`src/rtl/pc_fetch_seq.sv`:
```
// Instruction-fetch sequencer: owns the PC, fetches 1/2-word instructions and hands them over.
// Define PC_RETURN_STACK_EN to build the internal return-address stack for CALL/RET.
module pc_fetch_seq #(
    parameter int unsigned DATA_WIDTH  = 8,
    parameter int unsigned ADDR_WIDTH  = 12,
    parameter int unsigned STACK_DEPTH = 8,
    parameter logic [ADDR_WIDTH-1:0] RESET_PC = '0
) (
    input  logic                               clk,
    input  logic                               reset,
    output logic [ADDR_WIDTH-1:0]              imem_addr,
    output logic                               imem_en,
    input  logic [2*DATA_WIDTH-1:0]            imem_rdata,
    input  logic                               cmd_valid,
    output logic                               cmd_ready,
    input  logic [2:0]                         cmd_op,
    input  logic                               err_clr,
    output logic                               instr_valid,
    output logic [DATA_WIDTH-1:0]              instr_opcode,
    output logic [DATA_WIDTH-1:0]              instr_arg,
    output logic [ADDR_WIDTH-1:0]              instr_target,
    output logic [ADDR_WIDTH-1:0]              instr_pc,
    output logic                               instr_long,
    output logic [$clog2(STACK_DEPTH+1)-1:0]   stack_level,
    output logic                               stack_err
);

    localparam int unsigned LvlW = $clog2(STACK_DEPTH + 1);
    localparam logic [2:0] OpJump   = 3'b001;
    localparam logic [2:0] OpBranch = 3'b010;
    localparam logic [2:0] OpCall   = 3'b011;
    localparam logic [2:0] OpRet    = 3'b100;

    typedef enum logic [1:0] {StF1, StC1, StC2, StVld} state_e;

    state_e                state_q, state_d;
    logic [ADDR_WIDTH-1:0] pc_q, pc_d, target_q, target_d, pc_len;
    logic [DATA_WIDTH-1:0] opcode_q, opcode_d, arg_q, arg_d;
    logic                  long_q, long_d, valid_q, valid_d, err_q, err_d;
    logic                  new_err, rdata_long;

`ifdef PC_RETURN_STACK_EN
    localparam int unsigned IdxW = $clog2(STACK_DEPTH);
    logic [LvlW-1:0]       level_q, level_d;
    logic [ADDR_WIDTH-1:0] stack_q [STACK_DEPTH];
    logic [ADDR_WIDTH-1:0] stack_d [STACK_DEPTH];
    assign stack_level = level_q;
`else
    assign stack_level = '0;
`endif

    assign rdata_long = imem_rdata[2*DATA_WIDTH-1];
    assign pc_len     = pc_q + (long_q ? ADDR_WIDTH'(2) : ADDR_WIDTH'(1));

    // Word 1 is requested in C1 as soon as word 0 shows the instruction is long.
    assign imem_en   = !reset && (state_q == StF1 || (state_q == StC1 && rdata_long));
    assign imem_addr = (state_q == StC1 && rdata_long) ? pc_q + ADDR_WIDTH'(1) : pc_q;

    assign instr_valid  = valid_q;
    assign cmd_ready    = valid_q;
    assign instr_opcode = opcode_q;
    assign instr_arg    = arg_q;
    assign instr_target = target_q;
    assign instr_pc     = pc_q;
    assign instr_long   = long_q;
    assign stack_err    = err_q;

    always_comb begin
        state_d  = state_q;
        pc_d     = pc_q;
        opcode_d = opcode_q;
        arg_d    = arg_q;
        target_d = target_q;
        long_d   = long_q;
        new_err  = 1'b0;
`ifdef PC_RETURN_STACK_EN
        level_d  = level_q;
        stack_d  = stack_q;
`endif
        unique case (state_q)
            StF1: state_d = StC1;
            StC1: begin
                opcode_d = imem_rdata[2*DATA_WIDTH-1:DATA_WIDTH];
                arg_d    = imem_rdata[DATA_WIDTH-1:0];
                long_d   = rdata_long;
                target_d = ADDR_WIDTH'(imem_rdata[DATA_WIDTH-1:0]);
                state_d  = rdata_long ? StC2 : StVld;
            end
            StC2: begin
                target_d = imem_rdata[ADDR_WIDTH-1:0];
                state_d  = StVld;
            end
            StVld: begin
                if (cmd_valid) begin
                    state_d = StF1;
                    pc_d    = pc_len;
                    case (cmd_op)
                        OpJump:   pc_d = target_q;
                        OpBranch: pc_d = pc_q + target_q;
                        OpCall: begin
                            pc_d = target_q;
`ifdef PC_RETURN_STACK_EN
                            if (level_q < LvlW'(STACK_DEPTH)) begin
                                stack_d[IdxW'(level_q)] = pc_len;
                                level_d = level_q + LvlW'(1);
                            end else begin
                                new_err = 1'b1;
                            end
`endif
                        end
                        OpRet: begin
`ifdef PC_RETURN_STACK_EN
                            if (level_q != '0) begin
                                pc_d    = stack_q[IdxW'(level_q - LvlW'(1))];
                                level_d = level_q - LvlW'(1);
                            end else begin
                                pc_d    = RESET_PC;
                                new_err = 1'b1;
                            end
`else
                            pc_d    = RESET_PC;
                            new_err = 1'b1;
`endif
                        end
                        default: ;
                    endcase
                end
            end
            default: state_d = StF1;
        endcase
        // A fresh error beats a simultaneous clear.
        err_d   = (err_q && !err_clr) || new_err;
        valid_d = (state_d == StVld);
    end

    always_ff @(posedge clk or posedge reset) begin
        if (reset) begin
            state_q  <= StF1;
            pc_q     <= RESET_PC;
            opcode_q <= '0;
            arg_q    <= '0;
            target_q <= '0;
            long_q   <= 1'b0;
            valid_q  <= 1'b0;
            err_q    <= 1'b0;
`ifdef PC_RETURN_STACK_EN
            level_q  <= '0;
            stack_q  <= '{default: '0};
`endif
        end else begin
            state_q  <= state_d;
            pc_q     <= pc_d;
            opcode_q <= opcode_d;
            arg_q    <= arg_d;
            target_q <= target_d;
            long_q   <= long_d;
            valid_q  <= valid_d;
            err_q    <= err_d;
`ifdef PC_RETURN_STACK_EN
            level_q  <= level_d;
            stack_q  <= stack_d;
`endif
        end
    end

endmodule

```
`config.mk`:
```
export PLATFORM = sky130hd
export DESIGN_NAME = pc_fetch_seq
export DESIGN_NICKNAME = d
export VERILOG_FILES = /design/src/rtl/pc_fetch_seq.sv
export SDC_FILE = /design/constraint.sdc
export NUM_CORES = 1
export LEC_CHECK = 0
export CORE_MARGIN = 8
export CORE_UTILIZATION = 46
export CTS_CLUSTER_SIZE = 12
export DETAILED_ROUTE_END_ITERATION = 16
export GPL_ROUTABILITY_DRIVEN = 0
export GPL_TIMING_DRIVEN = 1
export PLACE_DENSITY = 0.8
export SYNTH_ARGS = -nofsm -noshare
export SYNTH_HDL_FRONTEND = slang
export SYNTH_SLANG_ARGS = --single-unit
```
`constraint.sdc`:
```
create_clock -name clk -period 3 [get_ports clk]
set_clock_uncertainty 0.2 [all_clocks]
set_input_delay 0.3 -clock clk [delete_from_list [all_inputs] [get_ports clk]]
set_output_delay 0.3 -clock clk [all_outputs]
set_load 0.01 [all_outputs]
```
==> metrics.txt <==
Root Buffer=clkbuf_8; syn_area_per_cell=10.2 sq um; share of layout cells above drive strength 1=0.143; Overall Power=3.63 mW; slack of the critical path=0.163 ns; Setup-failing EPs final=0; max cap viols=0; critical path class=register to output pin; Initial Utilization=0.474; CTS Sinks=44; Final period util=0.946; die height=91.1 um; Worst Path Required=2.50 ns; worst-case vdd ir drop=570 uV; postcts setup bufs=0; achievable frequency=352 MHz; Yosys cell types=40; CTS resizes=0; Antenna Nets Post-Route=0; worst slack, placed=-0.0792 ns; GR Util All Layers=0.158; Yosys warnings=0; Placed Instances=406; Arr. time, crit path=2.34 ns; final hold vios=0; Max Slew Vio Count=0; leakage power=1.56 nW; die width=91.1 um; row count=27; WL/cell=15.9 um; setup_tns=0 ns; first-pass GRT wire length=10.9 mm; IO Pins=84; commonest cells after routing, fill and taps aside=clkdlybuf4s50_1, dfrtp_1, mux2_2; layout net count=381; H-tree depth=2; post-synthesis cell count=255; number of synthesized flops with an enable pin=0; Synth Flop Type=dfrtp_1; Tmin final=2.84 ns; drt drc=0; pin count of the biggest net entering global routing=45; core area=5470 sq um; CP Capture Type=output pin; Min-Delay Startpoint=instr_opcode[5]; Slew headroom=0.397; CP Launch Type=register; n_diodes=0; run status=finished clean; R2R depth=10; P&R area growth vs syn=39.1%; clk buf depth=2; gr ovfl total=0; commonest non-fill, non-tap cell in the layout=clkdlybuf4s50_1; clock buffer count from CTS=5; Clk pin slew, worst setup/hold paths=0.09 ns; via count=2189; Hold/Removal Path Class=register to register; #FFs+latches synth=44; post-synthesis sequential area ratio=0.425; IO Port Bufs=79; worst setup path startpoint=state_q[1]; number of vias per cell=5.29; async set or reset register ratio after synthesis=1.00; TritonCTS clock tree=built; WL final=6.57 mm; P per Cell Area=1010 nW/um^2; worst slew pin tran=0.903 ns; drt first pass iters=4; Post-Route Utilization=0.659; post-route insts no fill=414; RSZ-0062 raised after global routing=no; Clock Latency Late Sink=0.29 ns; hold depth=1; antenna violations before repair=0; Netlist Area Pre-Place=2590 sq um; Initial DRC Count=65; HPWL Detailed=5.20 mm; die area=8300 sq um; reg-to-reg startpoint=instr_target[0]; count of hold-fix buffers inserted at cts=0; Max FO, Critical Path=5; vias in the first global route=2222
stage by stage:
stage | area (sq um) | hold slack [ns]
after floorplan | 2610 | 0.199
after global placement | 3480 | 0.289
after detailed placement | 3480 | 0.295
after CTS | 3600 | 0.316
after global routing | 3610 | 0.338
final | 3610 | 0.310
synth_stat cells, types with 2 or more instances:
library cell / number / area, sq um
and2_1: 10 / 62.6
nand3_1: 11 / 55.1
nand2_1: 22 / 82.6
xnor2_1: 12 / 105
ha_1: 16 / 200
o21ai_1: 5 / 25.0
mux2_2: 24 / 270
inv_1: 11 / 41.3
a211oi_1: 2 / 15.0
xor2_1: 9 / 78.8
o21ai_0: 19 / 95.1
nor2b_1: 5 / 31.3
nor2_1: 9 / 33.8
clkbuf_1: 4 / 15.0
a21oi_1: 9 / 45.0
dfrtp_1: 44 / 1100
buf_2: 2 / 10.0
buf_4: 6 / 45.0
nand4_1: 3 / 18.8
and3_1: 3 / 18.8
a22oi_1: 10 / 75.1
worst max-delay path: stages (launching register included):
cell             delay [ns]
dfrtp_1                0.43
inv_1                  0.10
ha_1                   0.16
and3_1                 0.19
and3_2                 0.24
nand2_1                0.08
nor2_1                 0.14
xor2_1                 0.15
clkdlybuf4s50_1        0.55
power breakdown:
part / internal [mW] / switching [mW]
logic: 1.14 / 0.846
registers: 0.871 / 0.297
clock network: 0.272 / 0.207
total: 2.28 / 1.35
layer usage:
metal  global-route usage  share of wire  wire (um)  vias to the layer above
met1                0.174           0.40       2640                     1051
met4               0.0368         0.0027         18                        0
li1                     -              -          -                     1068
met2                0.276           0.51       3360                       68
met5                    0              0          0                        -
met3               0.0667          0.084        549                        2
logic make-up after synthesis:
family,count (synthesis),synth area share
AOI/OAI and AO/OA,57,0.141
muxes,24,0.104
buffers and inverters,25,0.0487
xor gates and xnor gates,21,0.0709
other,1,0.00145
and+or+nand+nor,66,0.124
adders and majority gates,17,0.0849
DFF,44,0.425
sequential cells by signal, summed over array words and instances (netlist names):
name	count
instr_pc	12
instr_arg	8
state_q	2
stack_err	1
instr_target	12
instr_opcode	8
cmd_ready	1
path summary, 6_finish.rpt:
check                                    to  slack (ns)
max                            imem_addr[9]        0.16
min                         instr_opcode[5]        0.31
max reg2reg                    instr_pc[10]        0.51
min reg2reg                 instr_opcode[5]        0.31
max in group asynchronous   instr_target[3]        1.69
min in group asynchronous  instr_target[11]        0.35
final cells by class:
type	count	area, sq um
fillers	466	1860
multi-input cells	189	1380
flip-flops and latches	44	1100
repair buffers	90	876
well taps	72	90.1
clock buffers	6	82.6
inverters	11	41.3
clock inverters	2	38.8
(Power assumes the default switching activity.)
